`src/rtl/fd_inst_queue.sv`:
```
// Instruction queue between the byte-serial fetch unit and decode: an in-order
// circular buffer of completed instructions with valid/ready to decode and flush on redirect.
module fd_inst_queue #(
  parameter int DEPTH = 2  // legal values: 2 or 4
) (
  input  logic        clk,
  input  logic        resetn,
  input  logic        f_output,
  input  logic [47:0] f_inst,
  input  logic [31:0] f_pc,
  input  logic [31:0] f_next_inst_pc,
  input  logic        f_mode,
  input  logic        flush,
  output logic        f_ready,
  output logic        d_valid,
  input  logic        d_ready,
  output logic [47:0] d_inst,
  output logic [31:0] d_pc,
  output logic [31:0] d_next_pc,
  output logic        d_mode,
  output logic [2:0]  d_len,
  output logic [2:0]  d_count
);

  localparam int PW = (DEPTH > 2) ? 2 : 1;

  logic [PW-1:0] rd_ptr;
  logic [PW-1:0] wr_ptr;
  logic [2:0]    count;

  logic [47:0] inst_mem [DEPTH];
  logic [31:0] pc_mem   [DEPTH];
  logic [31:0] npc_mem  [DEPTH];
  logic        mode_mem [DEPTH];
  logic [2:0]  len_mem  [DEPTH];

  logic       push;
  logic       pop;
  logic [2:0] push_len;

  // A full queue still accepts a push when decode frees the head in the same cycle.
  assign f_ready = (count < 3'(DEPTH)) | d_ready;
  assign d_valid = (count != 3'd0);
  assign push    = f_output & f_ready & ~flush;
  assign pop     = d_valid & d_ready;
  assign d_count = count;

  // Only the low three PC bits matter for a length of at most six bytes.
  assign push_len = f_mode ? (f_next_inst_pc[2:0] - f_pc[2:0]) : 3'd4;

  always_ff @(posedge clk or negedge resetn) begin
    if (!resetn) begin
      rd_ptr <= '0;
      wr_ptr <= '0;
      count  <= 3'd0;
    end else if (flush) begin
      rd_ptr <= '0;
      wr_ptr <= '0;
      count  <= 3'd0;
    end else begin
      if (push) wr_ptr <= wr_ptr + PW'(1);
      if (pop)  rd_ptr <= rd_ptr + PW'(1);
      count <= count + {2'b00, push} - {2'b00, pop};
    end
  end

  always_ff @(posedge clk or negedge resetn) begin
    if (!resetn) begin
      for (int i = 0; i < DEPTH; i++) begin
        inst_mem[i] <= '0;
        pc_mem[i]   <= '0;
        npc_mem[i]  <= '0;
        mode_mem[i] <= 1'b0;
        len_mem[i]  <= 3'd0;
      end
    end else if (push) begin
      inst_mem[wr_ptr] <= f_inst;
      pc_mem[wr_ptr]   <= f_pc;
      npc_mem[wr_ptr]  <= f_next_inst_pc;
      mode_mem[wr_ptr] <= f_mode;
      len_mem[wr_ptr]  <= push_len;
    end
  end

  // Head fields read as zero whenever the queue is empty.
  always_comb begin
    d_inst    = '0;
    d_pc      = '0;
    d_next_pc = '0;
    d_mode    = 1'b0;
    d_len     = 3'd0;
    if (d_valid) begin
      d_inst    = inst_mem[rd_ptr];
      d_pc      = pc_mem[rd_ptr];
      d_next_pc = npc_mem[rd_ptr];
      d_mode    = mode_mem[rd_ptr];
      d_len     = len_mem[rd_ptr];
    end
  end

endmodule

```
`config.mk`:
```
export PLATFORM = sky130hd
export DESIGN_NAME = fd_inst_queue
export DESIGN_NICKNAME = d
export VERILOG_FILES = /design/src/rtl/fd_inst_queue.sv
export SDC_FILE = /design/constraint.sdc
export NUM_CORES = 1
export LEC_CHECK = 0
export ABC_AREA = 1
export CAP_MARGIN = 20
export CORE_AREA = 4 4 174 176
export DETAILED_ROUTE_END_ITERATION = 10
export DIE_AREA = 0 0 178 180
export PLACE_DENSITY = 0.67
export RECOVER_POWER = 25
export SETUP_SLACK_MARGIN = 0.4
export SYNTH_ARGS = -nofsm -noshare
export SYNTH_HDL_FRONTEND = slang
export SYNTH_SLANG_ARGS = --single-unit
```
`constraint.sdc`:
```
create_clock -name clk -period 1.9 [get_ports clk]
set_input_delay 0.475 -clock clk [delete_from_list [all_inputs] [get_ports clk]]
set_output_delay 0.475 -clock clk [all_outputs]
set_load 0.05 [all_outputs]
```
* Word-level counts from Yosys, hierarchy flattened
Index checks and enable logic that the tools add are counted.
Operators by class: reductions and logical operators 4, mux-type cells 39, bitwise gates (word level) 7, add/subtract/negate cells 5, $lt $le $gt $ge 4
Operator list (number):
- two-way mux 32 bit | 9
- two-way mux 48 bit | 5
- bitwise mux 64 bit | 2
- bitwise mux 96 bit | 1
- demux 48 bit (select 1 bit) | 1
- demux 32 bit (select 1 bit) | 1
- two-way mux 3 bit | 7
- two-way mux 1 bit | 9
- bitwise mux 6 bit | 1
- greater-or-equal comparator 2 bit (second input constant) | 2
- NOT 1 -> 2 bit | 2
- nonzero test 2 bit | 2
- adder 3 x 1 -> 3 bit | 1
- bitwise AND 1 bit | 3
- demux 3 bit (select 1 bit) | 1
- less-than comparator 3 x 2 -> 1 bit (second input constant) | 1
- nonzero test 3 bit | 1
- subtractor 3 x 1 -> 3 bit | 1
- subtractor 3 bit | 1
- adder 1 bit (second input constant) | 2
- bitwise mux 2 bit | 1
- less-than comparator 2 x 1 -> 1 bit (second input constant) | 1
- demux 1 bit (select 1 bit) | 1
- logical AND 1 bit | 1
- other kinds (2) | 2
Word-level totals: input port bits 118, logic and storage cells 72, output and inout port bits 121, register bits after elaboration 237

* Depth between registers and ports, before layout
depth in word-level cells 7, gate-level depth with buffers 14, depth with buffers taken out 14

* Worst setup path after synthesis
OpenSTA, ideal clock, no wires.
path kind reg-to-reg, start register count[1] (netlist: d_count[1]), end register count[2] (netlist: d_count[2]), required time 1.777 ns, data arrival time 2.649 ns, period minus slack after synthesis 2.772 ns, setup time 0.123 ns, stages on the path, launching flop included 15, setup slack -0.872 ns, buffers on the path 0, path through dfrtp_1 inv_1 ha_1 inv_1 nand2_1 nand2_2 inv_1 nand2_1 ha_1 inv_1 ha_1 inv_1 fa_1 o21ai_0 a21oi_1
Between the ends: cells in the longest elaborated chain, start to end 7, elaborated cells on any way between the ends 9, classes of those cells add/sub: 2; order compare: 1; mux: 1; bitwise: 4; reduce/logical: 1
Ends and longest elaborated chain:
- from (decl) | line 29 | logic [2:0] count;
- from (signal assigned) | line 63 | count <= count + {2'b00, push} - {2'b00, pop};
- less-than comparator 3 x 2 -> 1 bit | line 42 | assign f_ready = (count < 3'(DEPTH)) | d_ready;
- bitwise OR 1 bit | line 42
- net f_ready | line 14 | output logic f_ready,
- bitwise AND 1 bit (2 in a row) | line 44 | assign push = f_output & f_ready & ~flush;
- adder 3 x 1 -> 3 bit | line 63
- subtractor 3 x 1 -> 3 bit | line 63
- two-way mux 3 bit | line 56 | end else if (flush) begin
The timed path passes the listed nets, and every way through them passes these cells. A chain may end at the register's enable or synchronous reset.

* Worst setup path after layout
start register count[1] (netlist: d_count[1]), end output port d_inst[31]
Between the ends: cells in the longest elaborated chain, start to end 2
Ends and longest elaborated chain:
- nonzero test 3 bit | line 43 | assign d_valid = (count != 3'd0);
- two-way mux 48 bit | line 92 | if (d_valid) begin
- to (decl) | line 17 | output logic [47:0] d_inst,
Every way passes these cells.

==> out/metrics.yaml <==
timing:
  final-hold-violation-count: 0
  shortest_clock_period_the_worst_path_allows_after_layout_ns: 2.352
  timing.fmax_mhz: 425.3
  report.final.setup_viol: 123
  slew-limit-headroom_pct: 46.64
  fin_skew_ns: 0.01740
  number_of_max_slew_violations_in_the_final_report: 0
  post-route-period-util_pct: 123.8
  finalWorstSetupSlack_ns: -0.4515
  rsz0062_at_grt: "true"
  worst_slew_pin_slew_ns: 0.8004
floorplan:
  io-pin-count: 239
  placementRows: 62
  die_area_sq_um: 32040
  die_h_um: 180
  floorplan.initialDensity_pct: 39.81
  floorplan_die_width_um: 178
  floorplan.core_area_sq_um: 28630
cts:
  clkLatencyLatePin_ns: 0.54
  cts_tree: "built"
  clock_sinks: 237
  worst_setup_hold_path_clk_slew_ns: 0.06
  h_tree_lvl_count: 1
  cts_buffers: 27
  ctsLongestPathBuffers: 3
  cts-root-buf: "sky130_fd_sc_hd__clkbuf_16"
worst_setup_path:
  crit_path_end_kind: "output port"
  path_max_fanout: 11
  startpoint_type: "flip-flop"
  critPathArrivalTime_ns: 1.88
  crit_type: "flip-flop to output port"
  critPathRequiredTime_ns: 1.42
synth:
  synthDominantCellAreaShare_pct: 52.05
  count_leader_synth: "sky130_fd_sc_hd__nand2_1"
  netlist_instances: 1647
  syn_nets: 1771
  synth-edff-count: 0
  synthDistinctLibCells: 19
  ys_warn_count: 0
  synth_commonest_cells: "sky130_fd_sc_hd__nand2_1 (1157), sky130_fd_sc_hd__dfrtp_1 (237), sky130_fd_sc_hd__inv_1 (134), sky130_fd_sc_hd__clkbuf_1 (42), sky130_fd_sc_hd__buf_2 (37)"
  synth_area_sq_um: 11390
  synthFlopType: "sky130_fd_sc_hd__dfrtp_1"
  synth.avg_cell_area_sq_um: 6.918
  synthTopCellsByArea: "sky130_fd_sc_hd__dfrtp_1 (52%), sky130_fd_sc_hd__nand2_1 (38%), sky130_fd_sc_hd__inv_1 (4.4%), sky130_fd_sc_hd__buf_2 (1.6%), sky130_fd_sc_hd__clkbuf_1 (1.4%)"
  synth_sequential_area_ratio_pct: 52.05
  synth_seq_cells: 237
  ys_async_sr_fraction_pct: 100.0
  yosys.area.top_type: "sky130_fd_sc_hd__dfrtp_1"
pwr:
  power_mw: 34.05
  static-leakage-power_nw: 9.713
  ir_worst_vdd_v: 0.001193
  power_switching_share_pct: 43.67
  combinationalPowerShare_pct: 58.8
  switchingPower_mw: 14.87
  seq_power_share_pct: 25.4
  clockPowerShare_pct: 15.8
  power_density_nw_per_um2: 1870
  p_int_mw: 19.18
final_layout:
  final_cell_count_no_fill: 2326
  fillers: 2353
  finish.net_count: 2046
  utilization_pct: 63.62
  syn_to_final_growth_pct: 59.83
  drive_above_1_share_pct: 24.15
  diodes: 0
place:
  routability_driven_placement_congestion_ratio: 0.7966
  port_buffers: 238
  detailedPlacementHpwl_mm: 22.46
  numPlacedInstances: 2244
  pre_cts_setup_slack_ns: -0.5437
grt:
  grt_pass1_vias: 11182
  grt_use_total_pct: 22.70
  grt_remaining_overflow: 0
  grt_antenna_before_repair: 1
  grt_start_max_net_pins: 55
  global_route_wire_length_before_repair_mm: 59.33
run_status:
  failed_checks: "setup timing"
  result_of_the_run: "complete, but fails checks"
drt:
  drt_pre_antenna_iters: 7
  via_per_inst: 4.756
  via_count: 11062
  drc: 0
  route.final.wire_length_mm: 37.23
  avgRoutedWirePerCell_um: 16.00
  ant_nets: 0
  drt_iter0_drc: 1001
job:
  maxCapViolCount: 0
hold_path:
  worst_hold_path_type: "flip-flop to flip-flop"
[layout by cell type, fill, tap and decap left out, drive strengths merged]
cell	n
nand2	1158
dfrtp	237
buf	200
clkdlybuf4s50	116
inv	98
clkbuf	47
clkinvlp	40
o21ai	9
bufbuf	8
nor2	8
clkinv	6
ha	4
nand3	3
bufinv	2
fa	2
nand3b	1
a21oi	1
nor3	1
dlygate4sd3	1
[kinds of logic after synthesis]
family	count (synthesis)	share of synthesized area, %
simple gates	1171	38.84
buf+inv	223	7.884
flops	237	52.05
fa+ha+maj	6	0.7906
compound gates	10	0.4392
[per-stage QoR]
stage	TNS [ns]	instance area (sq um)	hold WS (ns)
floorplan	-7.850	11730	0.1794
global placement	-35.47	16140	0.4275
detailed placement	-38.27	16140	0.4268
CTS	-50.59	17930	0.4561
global route	-59.14	18210	0.4865
finish	-46.83	18210	0.4704
[metal layers]
metal  GRT usage [%]  share of wire (%)  vias to the layer above
met5               0              0.035                        -
met4           5.569                2.4                        2
met3           5.378                8.0                       73
met2           37.53                 48                      406
met1           30.21                 41                     5219
li1                -                  -                     5362
[final cells by class]
class / count / area, sq um / area share (%)
clock buffer: 40 / 824.5 / 4.527
clock inverter: 9 / 101.3 / 0.5565
inverter: 137 / 693.2 / 3.806
multi-input combinational: 1187 / 4964 / 27.25
sequential: 237 / 5938 / 32.61
tap: 384 / 480.5 / 2.638
timing repair buffer: 332 / 5211 / 28.61
[state kept, by name (all words and copies together), names as in the netlist]
signal,cells
pc_mem,64
wr_ptr,1
mode_mem,2
npc_mem,64
d_count,3
rd_ptr,1
len_mem,6
inst_mem,96
[worst max-delay path: stages, from the launching register on]
cell	delay, ns
sky130_fd_sc_hd__dfrtp_2	0.43
sky130_fd_sc_hd__nor2_4	0.13
sky130_fd_sc_hd__nand2_4	0.08
sky130_fd_sc_hd__buf_12	0.17
sky130_fd_sc_hd__buf_16	0.17
sky130_fd_sc_hd__nand2_2	0.10
sky130_fd_sc_hd__clkinvlp_4	0.11
sky130_fd_sc_hd__buf_12	0.16
[worst paths after layout]
kind	slack (ns)	cells past startpoint	from	to
hold / removal	0.47	2	inst_mem[38]$_DFFE_PN0P_	inst_mem[38]$_DFFE_PN0P_
min in group asynchronous	0.56	2	resetn	npc_mem[4]$_DFFE_PN0P_
setup / recovery	-0.45	7	d_count[1]$_DFF_PN0_	d_inst[31]
max in group asynchronous	0.21	3	resetn	inst_mem[22]$_DFFE_PN0P_
hold reg to reg	0.47	2	inst_mem[38]$_DFFE_PN0P_	inst_mem[38]$_DFFE_PN0P_
setup reg to reg	-0.24	14	d_count[1]$_DFF_PN0_	d_count[1]$_DFF_PN0_
[repair_timing]
item,4_1_cts,5_1_grt
hold buffers,1,0
resized for setup,109,105
pin swaps,4,6
buffers inserted,13,0
endpoints found under the hold margin,48,0
gates cloned,16,3
endpoints found under the setup margin,356,357
[power by group through the flow]
stage | Combinational (mW) | Sequential, mW | Clock [mW]
floorplan | 10.0 | 8.38 | 0
global placement | 18.1 | 8.49 | 0
detailed placement | 18.3 | 8.60 | 0
CTS | 19.4 | 8.56 | 5.43
global route | 21.4 | 8.92 | 5.64
finish | 20.0 | 8.66 | 5.38
(Power assumes the default switching activity.)
